## config.mk

```make
export PLATFORM = sky130hd
export DESIGN_NAME = tug_match_ctrl
export DESIGN_NICKNAME = d
export VERILOG_FILES = /design/src/rtl/tug_pkg.sv /design/src/rtl/cycle_timer.sv /design/src/rtl/tug_match_ctrl.sv
export SDC_FILE = /design/constraint.sdc
export NUM_CORES = 1
export LEC_CHECK = 0
export CAP_MARGIN = 40
export CORE_MARGIN = 5
export CORE_UTILIZATION = 40
export DETAILED_ROUTE_END_ITERATION = 12
export HOLD_SLACK_MARGIN = 0.12
export PLACE_DENSITY = 0.63
export SLEW_MARGIN = 20
export SYNTH_ARGS = -nofsm -noshare
export SYNTH_HDL_FRONTEND = slang
export SYNTH_HIERARCHICAL = 1
export SYNTH_SLANG_ARGS = --single-unit
```

## constraint.sdc

```tcl
create_clock -name Clock -period 7.1 [get_ports Clock]
set_input_delay 1.065 -clock Clock [delete_from_list [all_inputs] [get_ports Clock]]
set_output_delay 1.065 -clock Clock [all_outputs]
set_load 0.03 [all_outputs]
```

## src/rtl/tug_pkg.sv

```systemverilog
// tug_pkg: shared state encoding and winner codes for the tug-of-war match sequencer
package tug_pkg;
    typedef enum logic [2:0] {IDLE, CLEAR, COUNTDOWN, PLAY, POINT, MATCH_OVER} state_t;
    localparam logic [1:0] WIN_NONE  = 2'b00;
    localparam logic [1:0] WIN_LEFT  = 2'b01;
    localparam logic [1:0] WIN_RIGHT = 2'b10;
endpackage

```

## src/rtl/cycle_timer.sv

```systemverilog
// cycle_timer: loadable down-counter; done is high while the count reads 0
// Ports: Clock, Reset (sync, active-high), load/load_val (restart count), done
module cycle_timer #(
    parameter int W = 26
) (
    input  logic         Clock,
    input  logic         Reset,
    input  logic         load,
    input  logic [W-1:0] load_val,
    output logic         done
);
    logic [W-1:0] count;
    always_ff @(posedge Clock) begin
        if (Reset) count <= '0;
        else if (load) count <= load_val;
        else if (count != '0) count <= count - W'(1);
    end
    assign done = count == '0;
endmodule

```

## src/rtl/tug_match_ctrl.sv

```systemverilog
// tug_match_ctrl: round/match sequencer gating player presses into the tug-of-war light chain
// Ports: Clock, Reset (sync, active-high), start, left_press/right_press, edge_left/edge_right in;
//        game_reset, left_go/right_go, round_active, left_score/right_score, winner out.
// Option: define TUG_FALSE_START_EN to award the round to the opponent on a countdown press.
module tug_match_ctrl
    import tug_pkg::*;
#(
    parameter int WIN_ROUNDS   = 3,
    parameter int SCORE_W      = 3,
    parameter int COUNT_CYCLES = 50000000,
    parameter int HOLD_CYCLES  = 25000000,
    parameter int CNT_W        = 26
) (
    input  logic               Clock,
    input  logic               Reset,
    input  logic               start,
    input  logic               left_press,
    input  logic               right_press,
    input  logic               edge_left,
    input  logic               edge_right,
    output logic               game_reset,
    output logic               left_go,
    output logic               right_go,
    output logic               round_active,
    output logic [SCORE_W-1:0] left_score,
    output logic [SCORE_W-1:0] right_score,
    output logic [1:0]         winner
);
    localparam logic [SCORE_W-1:0] WIN = SCORE_W'(WIN_ROUNDS);
    state_t             state, state_nxt;
    logic [SCORE_W-1:0] ls_nxt, rs_nxt;
    logic [1:0]         w_nxt;
    logic               done, load;
    logic [CNT_W-1:0]   load_val;
    // the timer restarts on every state change, sized for the state being entered
    assign load     = state_nxt != state;
    assign load_val = state_nxt == CLEAR     ? CNT_W'(1) :
                      state_nxt == COUNTDOWN ? CNT_W'(COUNT_CYCLES - 1) :
                                               CNT_W'(HOLD_CYCLES - 1);
    cycle_timer #(.W(CNT_W)) u_timer (
        .Clock    (Clock),
        .Reset    (Reset),
        .load     (load),
        .load_val (load_val),
        .done     (done)
    );
    always_ff @(posedge Clock) begin
        if (Reset) begin
            state       <= IDLE;
            left_score  <= '0;
            right_score <= '0;
            winner      <= WIN_NONE;
        end else begin
            state       <= state_nxt;
            left_score  <= ls_nxt;
            right_score <= rs_nxt;
            winner      <= w_nxt;
        end
    end
    always_comb begin
        state_nxt = state;
        ls_nxt    = left_score;
        rs_nxt    = right_score;
        w_nxt     = winner;
        case (state)
            IDLE, MATCH_OVER: if (start) begin
                state_nxt = CLEAR;
                ls_nxt    = '0;
                rs_nxt    = '0;
                w_nxt     = WIN_NONE;
            end
            CLEAR: if (done) state_nxt = COUNTDOWN;
            COUNTDOWN: begin
`ifdef TUG_FALSE_START_EN
                if (left_press & ~right_press) begin
                    state_nxt = POINT;
                    rs_nxt    = right_score + SCORE_W'(1);
                end else if (right_press & ~left_press) begin
                    state_nxt = POINT;
                    ls_nxt    = left_score + SCORE_W'(1);
                end else
`endif
                if (done) state_nxt = PLAY;
            end
            PLAY: begin
                // simultaneous presses never score, matching the chain's no-move rule
                if (edge_left & left_press & ~right_press) begin
                    state_nxt = POINT;
                    ls_nxt    = left_score + SCORE_W'(1);
                end else if (edge_right & right_press & ~left_press) begin
                    state_nxt = POINT;
                    rs_nxt    = right_score + SCORE_W'(1);
                end
            end
            POINT: if (done) begin
                if (left_score == WIN || right_score == WIN) begin
                    state_nxt = MATCH_OVER;
                    w_nxt     = left_score == WIN ? WIN_LEFT : WIN_RIGHT;
                end else begin
                    state_nxt = CLEAR;
                end
            end
            default: state_nxt = IDLE;
        endcase
    end
    assign game_reset   = Reset | (state == IDLE) | (state == CLEAR);
    assign round_active = state == PLAY;
    assign left_go      = left_press & round_active;
    assign right_go     = right_press & round_active;
endmodule

```

==> results.json, run 1 <==
{
  "outcome": "completed",
  "synth-edff-count": 0,
  "wl_per_cell_um": 14.53,
  "relSlewSlack_pct": 41.08,
  "cts_hold_buf": 0,
  "internal-power_w": 0.0003856,
  "grt-ovfl-total": 0,
  "yosys.area.top_type_share_pct": 31.49,
  "initial_utilization_pct": 40.45,
  "path_max_fanout": 37,
  "antenna_found_initial": 0,
  "totalNegativeSetupSlack_ns": 0,
  "final_util_pct": 46.54,
  "avgViaCountPerCell": 5.651,
  "die_w_um": 86.69,
  "synth_compound_area_share_pct": 23.09,
  "path_class": "in2out",
  "netlist_instances": 291,
  "avgSynthCellArea_um2": 8.083,
  "leakagePower_nw": 0.9430,
  "h-tree-depth": 2,
  "hp-class": "reg2reg",
  "grt_start_max_net_pins": 38,
  "route.met2.wl_mm": 2.570,
  "antenna_cells": 0,
  "fmax_mhz": 265.3,
  "ant_nets": 0,
  "portBuffers": 18,
  "cts_root_buf": "clkbuf_8",
  "synth_fa_ha_area_share_pct": 2.660,
  "grt_pass1_vias": 1958,
  "switching_share_pct": 34.53,
  "cts_buffer_depth": 2,
  "fillers": 612,
  "drtPass1Iterations": 4,
  "crit_required_ns": 6.03,
  "wl_met3_um": 176,
  "numCtsBuffers": 5,
  "yosys.area_share.simple_pct": 30.90,
  "seq_power_share_pct": 43.4,
  "ir_drop_mv": 0.1078,
  "drv_slew": 0,
  "synth.largest_area_cell": "dfxtp_1",
  "synth_top_family_by_area": "simple AND/OR/NAND/NOR gates",
  "netlist_area_mm2": 0.002352,
  "wl_mm": 5.579,
  "finalHoldViolations": 0,
  "io_pins": 19,
  "synth.most_common_cell": "dfxtp_1",
  "grt_usage_pct": 15.75,
  "arrival_ns": 2.70,
  "wl_met1_mm": 2.765,
  "crit_path_end_kind": "output pin",
  "drt_iter0_drc": 262,
  "synthArstFlopShare_pct": 0,
  "die_y_um": 86.69,
  "setup_viol": 0,
  "synthTopCellsByArea": "dfxtp_1, xnor2_1, a21oi_1, nand2_1, nor2_1",
  "dr.max_layer_used": "met4",
  "dp_hpwl_mm": 3.967,
  "drc": 0,
  "drive_gt1_share_pct": 9.385,
  "synthMuxAreaShare_pct": 1.702,
  "tightest_slew_ns": 0.8763,
  "gp_congestion": 0.8083,
  "finalClockSkew_ns": 0.005563,
  "fin_nets": 320,
  "cts_num_sinks": 37,
  "post-route-min-period_ns": 3.769,
  "floorplan.rows": 28,
  "ys_seq_area_share_pct": 31.49,
  "p_comb_share_pct": 29.1,
  "synth.distinct_cells": 56,
  "rsz0062_at_grt": "no",
  "tritoncts": "done",
  "timing.final.crit_share_pct": 53.08,
  "cts-resized-gates": 0,
  "synth_xor_area_share_pct": 4.468,
  "synth_flop_cell": "dfxtp_1",
  "synth_commonest_cells": "dfxtp_1, nand2_1, nor2_1",
  "ys_warn_count": 6,
  "hold_ws_ns": 0.4761,
  "via_count": 2170,
  "area_delta_synth_final_pct": 15.05,
  "drv_cap": 0,
  "synth_seq_cells": 37,
  "path_clk_slew_ns": 0.07,
  "start_kind": "primary input",
  "grt_pass1_wl_mm": 9.466,
  "power_switching_w": 0.0002033,
  "fp.dieArea_mm2": 0.007514,
  "core_area_mm2": 0.005816,
  "powerDensity_mw_per_mm2": 217.6,
  "insertion_delay_ns": 0.29,
  "cts_setup_buffers": 0,
  "p_clk_share_pct": 27.6
}
-- critical path, stage by stage --
cell and delay [ns]:
clkdlybuf4s50_1 0.45, buf_4 0.33, o21bai_1 0.17, clkdlybuf4s50_1 0.68
-- cells by family (layout without fill, tap and decap cells) --
logic type               count (synthesis)  after routing
XOR/XNOR                                12             12
AO/OA/AOI/OAI                           78             78
flip-flops                              37             37
multiplexers                             4              4
buffers and inverters                   30             45
adder cells (fa/ha/maj)                  5              5
AND/OR/NAND/NOR                        123            123
other                                    2              5
-- flip-flops by register name (all words and copies together), names as in the netlist --
signal	flops
left_score	3
right_score	3
state	3
u_timer/count	26
winner	2
-- per-layer routing --
metal / vias up / track usage, %
li1: 1110 / -
met1: 1023 / 22.52
met2: 32 / 23.44
met3: 5 / 3.517
met4: 0 / 4.958
met5: - / 0
-- cell usage in the layout (no fill, tap or decap), types with 5 or more instances in the layout --
| cell type | Yosys | layout |
|---|---|---|
| a211oi_1 | 5 | 5 |
| a21oi_1 | 16 | 16 |
| clkbuf_8 | 0 | 7 |
| clkdlybuf4s50_1 | 0 | 18 |
| conb_1 | 2 | 5 |
| dfxtp_1 | 37 | 37 |
| ha_1 | 5 | 5 |
| inv_1 | 14 | 14 |
| nand2_1 | 20 | 20 |
| nand2b_1 | 11 | 11 |
| nand3_1 | 8 | 8 |
| nand3b_1 | 5 | 5 |
| nand4_1 | 6 | 6 |
| nor2_1 | 19 | 19 |
| nor3_1 | 13 | 13 |
| nor4_1 | 6 | 6 |
| o21ai_0 | 14 | 14 |
| o22ai_1 | 6 | 6 |
| o31ai_1 | 6 | 6 |
| o32ai_1 | 5 | 5 |
| or2_2 | 6 | 6 |
| or3_1 | 6 | 6 |
| xnor2_1 | 10 | 10 |
-- stage by stage --
step / area [um^2] / setup slack, ns / total power [W] / instances
finish: 2706 / 3.331 / 0.0005890 / 384
global route: 2706 / 3.237 / 0.0006284 / 384
CTS: 2695 / 3.311 / 0.0005887 / 383
detailed placement: 2594 / 3.257 / 0.0004270 / 375
global placement: 2579 / 3.314 / 0.0004234 / 373
floorplan: 2364 / 4.198 / 0.0003899 / 294
-- power by group through the flow --
stage,Sequential (W),Combinational (W),Clock (W)
after floorplan,0.000252,0.000138,0
after global placement,0.000259,0.000164,0
after detailed placement,0.000259,0.000168,0
after CTS,0.000255,0.000168,0.000166
after global routing,0.000259,0.000189,0.000180
final,0.000255,0.000171,0.000162
-- final cells by class --
type | instances | area, um^2 | area share (%)
repair buffers | 23 | 221.5 | 8.183
flip-flops and latches | 37 | 740.7 | 27.37
well taps | 75 | 93.84 | 3.467
clock buffers | 7 | 96.34 | 3.560
inverters | 14 | 52.55 | 1.942
clock inverters | 1 | 5.005 | 0.1849
multi-input cells | 227 | 1496 | 55.29
-- path summary, 6_finish.rpt --
path	from	to	slack, ns	cells past startpoint
worst max-delay path	Reset	game_reset	3.33	4
worst min-delay path	winner[0]	winner[0]	0.48	2
worst max register to register	u_timer/count[0]	u_timer/count[19]	3.82	13
worst min register to register	winner[0]	winner[0]	0.48	2
Note: power is estimated with default switching activity, not from simulation.
==> run 2: changes to the inputs <==
==> constraint.sdc (replaced) <==
create_clock -name Clock -period 3.7 [get_ports Clock]
set_input_delay 0.555 -clock Clock [delete_from_list [all_inputs] [get_ports Clock]]
set_output_delay 0.555 -clock Clock [all_outputs]
set_load 0.03 [all_outputs]
==> results.json, run 2 (synthesized netlist as in run 1, its figures left out) <==
{
  "path_class": "reg2reg",
  "largest_register_ffs": 26,
  "drc": 0,
  "dp_hpwl_mm": 4.028,
  "portBuffers": 18,
  "core_area_mm2": 0.005816,
  "leakagePower_nw": 0.9415,
  "avgViaCountPerCell": 5.699,
  "die_y_um": 86.69,
  "arrival_ns": 3.22,
  "die_w_um": 86.69,
  "ir_drop_mv": 0.1735,
  "internal-power_w": 0.0007242,
  "r2r_start": "u_timer/count[16]",
  "fp.dieArea_mm2": 0.007514,
  "drtPass1Iterations": 4,
  "p_clk_share_pct": 26.0,
  "crit_required_ns": 3.89,
  "floorplan.rows": 28,
  "finalHoldViolations": 0,
  "crit_path_end_kind": "flip-flop",
  "setup_slack_ns": 0.6669,
  "grt_pass1_vias": 2016,
  "crit_slowest_cell": "nor4_2",
  "cts_setup_buffers": 0,
  "antenna_found_initial": 0,
  "h-tree-depth": 2,
  "ant_nets": 0,
  "grt_pass1_wl_mm": 9.508,
  "cts_num_sinks": 37,
  "initial_utilization_pct": 40.45,
  "layout_common_cells": "dfxtp_1, nand2_1, nor2_1",
  "insertion_delay_ns": 0.29,
  "setup_viol": 0,
  "cts_buffer_depth": 2,
  "final_common_cell": "dfxtp_1",
  "rsz0062_at_grt": "no",
  "post-place-ws_ns": 0.7066,
  "area_delta_synth_final_pct": 14.89,
  "fin_nets": 322,
  "outcome": "completed",
  "drive_gt1_share_pct": 9.355,
  "via_count": 2194,
  "cts_hold_buf": 0,
  "cts_root_buf": "clkbuf_8",
  "post-route-min-period_ns": 3.033,
  "finalClockSkew_ns": 0.006596,
  "start_kind": "flip-flop",
  "antenna_cells": 0,
  "grt_usage_pct": 15.64,
  "powerDensity_mw_per_mm2": 411.2,
  "drt_iter0_drc": 151,
  "cts-resized-gates": 0,
  "seq_power_share_pct": 44.2,
  "power_switching_w": 0.0003870,
  "crit_top_cell": "buf_4",
  "tritoncts": "done",
  "critPathLaunch": "u_timer/count[16]",
  "wl_per_cell_um": 14.55,
  "drv_slew": 0,
  "grt-ovfl-total": 0,
  "gp_congestion": 0.8073,
  "hp-class": "reg2reg",
  "relSlewSlack_pct": 42.17,
  "critical-path-max-stage-delay_ns": 0.54,
  "path_cells": "nor4_2, nand3_1, nor3_1, buf_4, or4b_4, a31oi_1, o21ai_1, buf_4, a211o_1",
  "switching_share_pct": 34.82,
  "top_register": "u_timer/count",
  "drv_cap": 0,
  "fillers": 585,
  "totalNegativeSetupSlack_ns": 0,
  "grt_start_max_net_pins": 37,
  "hp-start": "winner[1]",
  "wl_mm": 5.602,
  "p_comb_share_pct": 29.8,
  "timing.final.crit_share_pct": 81.98,
  "tightest_slew_ns": 0.8600,
  "io_pins": 19,
  "fmax_mhz": 329.7,
  "numCtsBuffers": 5,
  "path_max_fanout": 12,
  "path_clk_slew_ns": 0.07
}
[run 2: cell types whose count changed in the layout (fill, tap and decap cells not counted)]
cell | before | now
clkbuf_8 | 7 | 6
clkinv_2 | 1 | 0
buf_4 | 4 | 7
clkbuf_1 | 0 | 1
buf_6 | 1 | 0
[run 2: final timing paths]
check	end	slack, ns	cells after the start
worst max-delay path	u_timer/count[19]	0.67	9
worst min-delay path	winner[1]	0.48	2
worst min register to register	winner[1]	0.48	2
worst max register to register	u_timer/count[19]	0.67	9
[run 2: layer usage]
layer	track usage, %	vias to the layer above	share of wire (%)
li1	-	1115	-
met1	20.75	1035	49
met2	25.59	42	47
met3	2.852	2	3.7
met4	5.099	0	0.57
met5	0	-	0
[run 2: critical path: cells and delay by family, from the launching register on]
kind            cells  cell delay (ns)
flops               1             0.35
compound gates      3             0.63
buf+inv             2             0.45
simple gates        4             1.50
[run 2: power groups by stage]
stage                     clock network [W]  registers (W)  logic (W)
after floorplan                           0       0.000484   0.000264
after global placement                    0       0.000497   0.000324
after CTS                          0.000300       0.000489   0.000329
final                              0.000289       0.000491   0.000332
after global routing               0.000318       0.000497   0.000369
after detailed placement                  0       0.000499   0.000327
[run 2: stage by stage]
step           utilization, %  instance area [um^2]  total power [W]  instances  hold slack, ns
2_1_floorplan               -                  2364        0.0007483        294          0.4854
3_3_place_gp            44.86                  2609        0.0008212        377          0.4657
3_5_place_dp            44.99                  2616        0.0008261        378          0.4637
4_1_cts                 46.47                  2703         0.001119        385          0.4861
5_1_grt                 46.47                  2703         0.001184        385          0.5322
6_report                46.47                  2703         0.001111        385          0.4840
[run 2: final cells by class]
cell class	count	area (um^2)	share of cell area (%)
well taps	75	93.84	3.472
flip-flops and latches	37	740.7	27.41
inverters	14	52.55	1.944
multi-input cells	227	1496	55.37
repair buffers	25	232.7	8.611
clock buffers	7	86.33	3.194
